`src/rtl/fx2_pkg.sv`:
```
// Shared definitions for the FX2 slave-FIFO scheduler: state encodings,
// endpoint addresses, strobe levels and the round-robin pick.
package fx2_pkg;

  typedef enum logic [2:0] {
    IDLE     = 3'd0,
    RD_SEL   = 3'd1,
    RD_BURST = 3'd2,
    WR_SEL   = 3'd3,
    WR_BURST = 3'd4,
    WR_PKT   = 3'd5,
    TURN     = 3'd6
  } state_e;

  typedef enum logic {
    SIDE_RD = 1'b0,
    SIDE_WR = 1'b1
  } side_e;

  typedef enum logic [1:0] {
    GNT_NONE = 2'd0,
    GNT_RD   = 2'd1,
    GNT_WR   = 2'd2
  } grant_e;

  localparam logic [1:0] EP2_ADDR = 2'b00;
  localparam logic [1:0] EP6_ADDR = 2'b10;

  // FX2 strobes (SLRD, SLOE, SLWR, PKTEND) are all active-low.
  localparam logic STROBE_ON  = 1'b0;
  localparam logic STROBE_OFF = 1'b1;

  // Round-robin pick: a lone requester wins; on a tie the side that did
  // not own the bus last time wins.
  function automatic grant_e rr_pick(input logic rd_req,
                                     input logic wr_req,
                                     input side_e rr_last);
    grant_e g;
    g = GNT_NONE;
    if (rd_req && wr_req) begin
      g = (rr_last == SIDE_RD) ? GNT_WR : GNT_RD;
    end else if (rd_req) begin
      g = GNT_RD;
    end else if (wr_req) begin
      g = GNT_WR;
    end
    return g;
  endfunction

endpackage

```
`src/rtl/fx2_fifo_scheduler.sv`:
```
// Arbitrates the shared FX2 FDATA bus between the EP2 read stream and the
// EP6 write stream with bounded bursts and a turnaround cycle between them.
module fx2_fifo_scheduler
  import fx2_pkg::*;
#(
  parameter int BURST_MAX = 16,
  parameter int CNT_W     = 9
) (
  input  logic        CLKOUT,
  input  logic        rst_n,
  input  logic        FLAGA,
  input  logic        FLAGD,
  output logic        SLRD,
  output logic        SLOE,
  output logic        SLWR,
  output logic        PKTEND,
  output logic [1:0]  FIFOADR,
  input  logic [15:0] fdata_in,
  output logic [15:0] fdata_out,
  output logic        fdata_oe,
  output logic [15:0] rx_data,
  output logic        rx_valid,
  input  logic        rx_ready,
  input  logic [15:0] tx_data,
  input  logic        tx_valid,
  input  logic        tx_last,
  output logic        tx_ready,
  output logic [2:0]  cState,
  output logic [15:0] RCount,
  output logic [15:0] WCount
);

  localparam logic [CNT_W-1:0] CNT_MAX = CNT_W'(BURST_MAX);

  state_e            state_q, state_d;
  side_e             rr_last_q, rr_last_d;
  logic [CNT_W-1:0]  cnt_q, cnt_d;
  logic [1:0]        pkt_phase_q, pkt_phase_d;
  logic              slrd_q, slrd_d;
  logic              sloe_q, sloe_d;
  logic              slwr_q, slwr_d;
  logic              pktend_q, pktend_d;
  logic [1:0]        fifoadr_q, fifoadr_d;
  logic              oe_q, oe_d;
  logic [15:0]       fdata_out_q, fdata_out_d;
  logic [15:0]       rx_data_q, rx_data_d;
  logic              rx_valid_q, rx_valid_d;
  logic [15:0]       rcount_q, rcount_d;
  logic [15:0]       wcount_q, wcount_d;

  logic   cnt_below;
  logic   rd_fire;
  logic   wr_ready;
  logic   wr_accept;
  grant_e grant;

  assign cnt_below = (cnt_q < CNT_MAX);
  assign rd_fire   = (state_q == RD_BURST) && FLAGA && rx_ready && cnt_below;
  assign wr_ready  = (state_q == WR_BURST) && FLAGD && cnt_below;
  assign wr_accept = wr_ready && tx_valid;
  assign grant     = rr_pick(FLAGA && rx_ready, FLAGD && tx_valid, rr_last_q);

  // Next-state and next-value logic for every registered pad and counter.
  // SLRD/SLWR pulse low in the cycle after the word was taken, so each
  // strobe acknowledges exactly one word to the FX2.
  always_comb begin
    state_d     = state_q;
    rr_last_d   = rr_last_q;
    cnt_d       = cnt_q;
    pkt_phase_d = pkt_phase_q;
    slrd_d      = STROBE_OFF;
    sloe_d      = sloe_q;
    slwr_d      = STROBE_OFF;
    pktend_d    = STROBE_OFF;
    fifoadr_d   = fifoadr_q;
    oe_d        = oe_q;
    fdata_out_d = fdata_out_q;
    rx_data_d   = rx_data_q;
    rx_valid_d  = 1'b0;
    rcount_d    = rcount_q;
    wcount_d    = wcount_q;

    case (state_q)
      IDLE: begin
        sloe_d = STROBE_OFF;
        oe_d   = 1'b0;
        case (grant)
          GNT_RD: begin
            state_d   = RD_SEL;
            fifoadr_d = EP2_ADDR;
            sloe_d    = STROBE_ON;
            cnt_d     = '0;
          end
          GNT_WR: begin
            state_d   = WR_SEL;
            fifoadr_d = EP6_ADDR;
            oe_d      = 1'b1;
            cnt_d     = '0;
          end
          default: ;
        endcase
      end

      RD_SEL: begin
        state_d = RD_BURST;
      end

      RD_BURST: begin
        if (rd_fire) begin
          slrd_d     = STROBE_ON;
          rx_data_d  = fdata_in;
          rx_valid_d = 1'b1;
          cnt_d      = cnt_q + CNT_W'(1);
          rcount_d   = rcount_q + 16'd1;
        end else begin
          state_d   = TURN;
          sloe_d    = STROBE_OFF;
          rr_last_d = SIDE_RD;
        end
      end

      WR_SEL: begin
        state_d = WR_BURST;
      end

      WR_BURST: begin
        if (wr_accept) begin
          fdata_out_d = tx_data;
          slwr_d      = STROBE_ON;
          cnt_d       = cnt_q + CNT_W'(1);
          wcount_d    = wcount_q + 16'd1;
          if (tx_last) begin
            state_d     = WR_PKT;
            pkt_phase_d = 2'd0;
            rr_last_d   = SIDE_WR;
          end
        end else begin
          state_d   = TURN;
          oe_d      = 1'b0;
          rr_last_d = SIDE_WR;
        end
      end

      WR_PKT: begin
        case (pkt_phase_q)
          2'd0: pkt_phase_d = 2'd1;
          2'd1: begin
            pkt_phase_d = 2'd2;
            pktend_d    = STROBE_ON;
          end
          default: begin
            pkt_phase_d = 2'd0;
            state_d     = TURN;
            oe_d        = 1'b0;
          end
        endcase
      end

      TURN: begin
        sloe_d  = STROBE_OFF;
        oe_d    = 1'b0;
        state_d = IDLE;
      end

      default: begin
        state_d = IDLE;
        sloe_d  = STROBE_OFF;
        oe_d    = 1'b0;
      end
    endcase
  end

  // State and registered pad outputs; reset releases every strobe at once.
  always_ff @(posedge CLKOUT or negedge rst_n) begin
    if (!rst_n) begin
      state_q     <= IDLE;
      rr_last_q   <= SIDE_WR;
      cnt_q       <= '0;
      pkt_phase_q <= 2'd0;
      slrd_q      <= STROBE_OFF;
      sloe_q      <= STROBE_OFF;
      slwr_q      <= STROBE_OFF;
      pktend_q    <= STROBE_OFF;
      fifoadr_q   <= EP2_ADDR;
      oe_q        <= 1'b0;
      fdata_out_q <= 16'h0000;
      rx_data_q   <= 16'h0000;
      rx_valid_q  <= 1'b0;
      rcount_q    <= 16'h0000;
      wcount_q    <= 16'h0000;
    end else begin
      state_q     <= state_d;
      rr_last_q   <= rr_last_d;
      cnt_q       <= cnt_d;
      pkt_phase_q <= pkt_phase_d;
      slrd_q      <= slrd_d;
      sloe_q      <= sloe_d;
      slwr_q      <= slwr_d;
      pktend_q    <= pktend_d;
      fifoadr_q   <= fifoadr_d;
      oe_q        <= oe_d;
      fdata_out_q <= fdata_out_d;
      rx_data_q   <= rx_data_d;
      rx_valid_q  <= rx_valid_d;
      rcount_q    <= rcount_d;
      wcount_q    <= wcount_d;
    end
  end

  assign SLRD      = slrd_q;
  assign SLOE      = sloe_q;
  assign SLWR      = slwr_q;
  assign PKTEND    = pktend_q;
  assign FIFOADR   = fifoadr_q;
  assign fdata_oe  = oe_q;
  assign fdata_out = fdata_out_q;
  assign rx_data   = rx_data_q;
  assign rx_valid  = rx_valid_q;
  assign tx_ready  = wr_ready;
  assign cState    = state_q;
  assign RCount    = rcount_q;
  assign WCount    = wcount_q;

endmodule

```
`config.mk`:
```
export PLATFORM = sky130hd
export DESIGN_NAME = fx2_fifo_scheduler
export DESIGN_NICKNAME = d
export VERILOG_FILES = /design/src/rtl/fx2_pkg.sv /design/src/rtl/fx2_fifo_scheduler.sv
export SDC_FILE = /design/constraint.sdc
export NUM_CORES = 1
export LEC_CHECK = 0
export CORE_MARGIN = 2
export CORE_UTILIZATION = 40
export DETAILED_ROUTE_END_ITERATION = 8
export MAX_ROUTING_LAYER = met4
export PLACE_DENSITY = 0.76
export SYNTH_ARGS = -nofsm -noshare
export SYNTH_HDL_FRONTEND = slang
export SYNTH_SLANG_ARGS = --single-unit
```
`constraint.sdc`:
```
create_clock -name CLKOUT -period 3.2 [get_ports CLKOUT]
set_clock_uncertainty 0.15 [all_clocks]
set_input_delay 0.64 -clock CLKOUT [delete_from_list [all_inputs] [get_ports CLKOUT]]
set_output_delay 0.64 -clock CLKOUT [all_outputs]
set_load 0.05 [all_outputs]
```
---- After elaboration in Yosys (flattened, before gate mapping) ----
Index checks and enable logic that the tools add are counted.
cells by class
  $add $sub $neg .......................... 3
  magnitude comparators ................... 1
  equality and inequality tests ........... 17
  muxes and demuxes ....................... 38
  bitwise operators ....................... 2
  reductions and logical operators ........ 28
operators by type and width
  kind                                                        count
  adder 16 x 1 -> 16 bit, second input constant               2
  2-to-1 mux 9 bit                                            3
  case mux 9 bit (3 select lines)                             1
  case mux 3 bit (6 select lines)                             1
  2-to-1 mux 1 bit                                            16
  != test 2 bit, second input constant                        7
  2-to-1 mux 2 bit                                            6
  2-to-1 mux 3 bit                                            4
  case mux 2 bit (2 select lines)                             3
  adder 9 x 1 -> 9 bit, second input constant                 1
  logical AND 1 bit                                           9
  less-than comparator 9 x 5 -> 1 bit, second input constant  1
  AND reduction 3 bit                                         3
  AND reduction 2 bit                                         4
  AND reduction 4 bit                                         2
  equality test 3 x 2 -> 1 bit, second input constant         2
  equality test 3 bit, second input constant                  2
  case mux 3 bit (2 select lines)                             1
  nonzero test 2 bit                                          3
  equality test 2 x 1 -> 1 bit, second input constant         2
  case mux 1 bit (4 select lines)                             1
  OR reduction 2 bit                                          2
  OR reduction 4 bit                                          1
  equality test 3 x 1 -> 1 bit, second input constant         1
  other kinds (10)                                            11
storage, ports and cells
  bits in registers ....................... 87
  input bits .............................. 39
  output and inout bits ................... 76
  word-level logic and storage cells ...... 104

---- Logic depth before layout (Yosys ltp) ----
  depth in word-level cells ............... 8
  gate-level depth with buffers ........... 9
  depth with buffers taken out ............ 9

---- Worst setup path after synthesis ----
Ideal clock, no wire load.
  kind .................................... reg2out
  from .................................... register state_q[2], in the netlist cState[2]
  to ...................................... output port tx_ready
  data arrival time ....................... 2.802 ns
  data required time ...................... 2.410 ns
  setup slack ............................. -0.392 ns
  cell stages (with the launch flop) ...... 4
  buffers on the path ..................... 1
  cells stage by stage .................... dfrtp_1 -> clkbuf_1 -> nand2b_1 -> nor4b_1
on the way
  cells in the longest elaborated chain, start to end .. 3
RTL lines
  element                          line                       text
  start, declared                  fx2_fifo_scheduler.sv:35   state_e state_q, state_d;
  start signal, assigned           fx2_fifo_scheduler.sv:192  state_q <= state_d;
  equality test 3 bit              fx2_fifo_scheduler.sv:59   assign wr_ready = (state_q == WR_BURST) && FLAGD && cnt_below;
  logical AND 1 bit (2 in series)  fx2_fifo_scheduler.sv:59
  end, declared                    fx2_fifo_scheduler.sv:27   output logic tx_ready,
Every way passes these cells.

---- Worst setup path after layout ----
  from .................................... input port FLAGD
  to ...................................... register cnt_q[0]
on the way
  cells in the longest elaborated chain, start to end .. 8
  elaborated cells between the ends (all ways) .. 14
  classes of those cells .................. 4 x eq/ne; 3 x mux; 7 x reduce/logical
RTL lines
  element                                                              line                       text
  start, declared                                                      fx2_fifo_scheduler.sv:12   input logic FLAGD,
  logical AND 1 bit                                                    fx2_fifo_scheduler.sv:61   assign grant = rr_pick(FLAGA && rx_ready, FLAGD && tx_valid, rr_last_q);
  2-to-1 mux 2 bit                                                     fx2_pkg.sv:44              end else if (wr_req) begin
  2-to-1 mux 2 bit                                                     fx2_pkg.sv:42              end else if (rd_req) begin
  2-to-1 mux 2 bit                                                     fx2_pkg.sv:40              if (rd_req && wr_req) begin
  equality test 2 bit or equality test 2 x 1 -> 1 bit (tied branches)  fx2_fifo_scheduler.sv:87   case (grant)
  OR reduction 2 bit (no source line)                                  n/a
  != test 2 bit (no source line)                                       n/a
  AND reduction 4 bit (no source line) (*)                             n/a
  end signal, assigned                                                 fx2_fifo_scheduler.sv:194  cnt_q <= cnt_d;
  end, declared                                                        fx2_fifo_scheduler.sv:37   logic [CNT_W-1:0] cnt_q, cnt_d;
Every way passes the cells marked *; elsewhere a longest branch is shown, timed or not.
A chain may end at the register's enable or synchronous reset.

==> impl_metrics.json <==
{
  "p_leak_nw": 2.343,
  "synth_edf_count": 0,
  "gp_congestion": 0.7964,
  "syn_nets": 369,
  "status": "finished, final reports clean",
  "core-area_sq_um": 9109,
  "setup_viol": 0,
  "synth-warning-count": 0,
  "routed_wl_um": 8102,
  "cp.arrival_ns": 2.86,
  "nets": 486,
  "ys_async_sr_fraction_pct": 100.0,
  "vias_per_cell": 5.005,
  "power_density_nw_per_um2": 916.4,
  "final_area_sq_um": 5169,
  "peakVddDrop_uv": 502.1,
  "rsz0062_at_grt": "no",
  "worstPathMaxFanout": 5,
  "drive_gt1_share_pct": 12.98,
  "ioPinCount": 115,
  "report.final.slew_viol_count": 0,
  "muxShareOfSynthArea_pct": 6.373,
  "synth_xor_area_share_pct": 7.356,
  "crit_path_start": "FLAGD",
  "die_height_um": 100.1,
  "cts.sinks": 86,
  "synth-compound-area-share_pct": 5.763,
  "yosys.area_share.simple_pct": 18.10,
  "relSlewSlack_pct": 63.52,
  "clk_pin_slew_ns": 0.09,
  "clock_latency_ns": 0.35,
  "required_ns": 3.30,
  "rr_startpoint": "cnt_q[7]$_DFFE_PN0P_",
  "area_delta_synth_final_pct": 40.03,
  "drt_iter0_drc": 125,
  "place_area_sq_um": 4960,
  "synth_cell_type_count": 54,
  "synth-seq-cells": 86,
  "grt_pass1_wl_um": 13540,
  "die_width_um": 100.1,
  "syn_inst": 325,
  "num_vias": 2793,
  "grt_pass1_vias": 2758,
  "fin_crit_ns": 2.769,
  "worst_slew_pin_slew_ns": 0.5454,
  "yosysSeqAreaShare_pct": 58.47,
  "cts_hold_buf": 0,
  "synth.area.top_cells": "dfrtp_1, nand2_1, mux2_2, xnor2_1, dfstp_2",
  "cts_buffers": 9,
  "synth_most_common_cell": "dfrtp_1",
  "grt_start_max_net_pins": 52,
  "synth_area_sq_um": 3691,
  "postCtsSetupBuffers": 0,
  "cts-resized-gates": 0,
  "fin_setup_tns_ns": 0,
  "syn-mean-instance-area_sq_um": 11.36,
  "synth_fa_ha_area_share_pct": 1.695,
  "end_kind": "register",
  "final_antenna_net_count": 0,
  "rows": 35,
  "h-tree-depth": 3,
  "start_util_pct": 40.52,
  "track_usage_pct": 17.52,
  "clockBufferDepth": 2,
  "antenna_cells_inserted": 0,
  "dp_hpwl_um": 5941,
  "drc": 0,
  "hp-class": "in2async",
  "max_freq_mhz": 361.1,
  "yosysTopAreaCell": "dfrtp_1",
  "synth_flop_cell": "dfrtp_1",
  "cts_tree": "done",
  "grt-ovfl-total": 0,
  "synth_top_family_by_area": "simple AND/OR/NAND/NOR gates",
  "period_share_pct": 86.54,
  "final_hold_viol_count": 0,
  "cts-root-buf": "clkbuf_8",
  "routedWlPerCell_um": 14.52,
  "synth_top_area_share_pct": 54.92,
  "antenna_found_initial": 0,
  "worstSetupPathType": "in2reg",
  "die_area_sq_um": 10010,
  "synth_common_cells": "dfrtp_1, nand2_1, mux2_2",
  "start_kind": "input pin",
  "drt_first_pass_iters": 4,
  "drv_cap": 0,
  "io_buffer_count": 113,
  "p_total_mw": 4.737
}
stage by stage:
step / hold slack, ns / worst slack, ns / std cells / utilization [%]
floorplan: 0.1944 / 0.2998 / 325 / -
global placement: 0.2785 / 0.1541 / 542 / 54.45
detailed placement: 0.2771 / 0.07897 / 542 / 54.45
CTS: 0.09240 / 0.4457 / 558 / 56.74
global route: 0.09871 / 0.3343 / 558 / 56.74
finish: 0.08705 / 0.4308 / 558 / 56.74
kinds of logic after synthesis:
group	count (synthesis)
multiplexers	21
other	1
XOR/XNOR	31
flip-flops	86
AO/OA/AOI/OAI	28
adder cells (fa/ha/maj)	5
buffers and inverters	19
AND/OR/NAND/NOR	134
path summary, 6_finish.rpt:
kind	to	slack [ns]	depth (start not counted)
setup / recovery	cnt_q[0]$_DFFE_PN0P_	0.43	9
hold / removal	WCount[6]$_DFFE_PN0P_	0.09	1
setup reg to reg	fdata_out[0]$_DFFE_PN0P_	0.79	4
hold reg to reg	PKTEND$_DFF_PN1_	0.29	1
max in group asynchronous	SLRD$_DFF_PN1_	2.13	2
min in group CLKOUT	PKTEND$_DFF_PN1_	0.29	1
area by class of cell:
class,instances,area (sq um)
Fill cell,778,3940
Sequential cell,86,2158
Multi-Input combinational cell,220,1460
Timing Repair Buffer,118,1176
Clock buffer,11,151.4
Tap cell,111,138.9
Clock inverter,5,57.56
Inverter,7,26.28
worst max-delay path, cell delays in order:
cell	delay [ns]
clkdlybuf4s50_1	0.49
nand2_1	0.08
a31oi_1	0.21
inv_1	0.07
ha_1	0.32
o21ba_2	0.20
o31a_1	0.14
a211oi_4	0.34
mux2_2	0.37
layer usage:
layer / up-vias / wire [um] / global-route usage [%]
met5: - / 0 / -
met4: 0 / 102 / 5.796
met3: 10 / 481 / 4.457
met2: 93 / 3738 / 27.08
met1: 1357 / 3779 / 22.74
li1: 1333 / - / -
power by group:
group / leakage (nW) / switching (mW) / internal [mW] / total, mW
Sequential: 1.11 / 0.276 / 1.40 / 1.68
Combinational: 1.12 / 1.44 / 0.828 / 2.27
Clock: 0.109 / 0.389 / 0.404 / 0.792
Total: 2.34 / 2.10 / 2.63 / 4.74
sequential cells by signal (all words and copies together) (netlist names):
| name | count |
|---|---|
| SLRD | 1 |
| cnt_q | 9 |
| rr_last_q | 1 |
| SLOE | 1 |
| SLWR | 1 |
| fdata_oe | 1 |
| WCount | 16 |
| FIFOADR | 1 |
| rx_data | 16 |
| PKTEND | 1 |
| rx_valid | 1 |
| cState | 3 |
| RCount | 16 |
| pkt_phase_q | 2 |
| fdata_out | 16 |
cells in the final DEF (no fill, tap or decap), types with 2 or more instances in the layout:
cell type,instances
o21ai_0,6
clkinv_4,2
xor2_1,13
nor3_1,6
and3_1,6
xnor2_1,18
buf_4,6
dfrtp_1,81
and4_1,3
a21oi_1,5
nor2b_1,4
mux2_2,19
nand2b_1,4
clkbuf_8,11
dfstp_2,5
ha_1,5
nand4_1,8
clkinv_2,2
or2_2,2
a2bb2oi_1,2
nand3_1,12
nor2_1,13
inv_1,6
nand2_1,65
clkdlybuf4s50_1,111
Note: power is estimated with default switching activity, not from simulation.
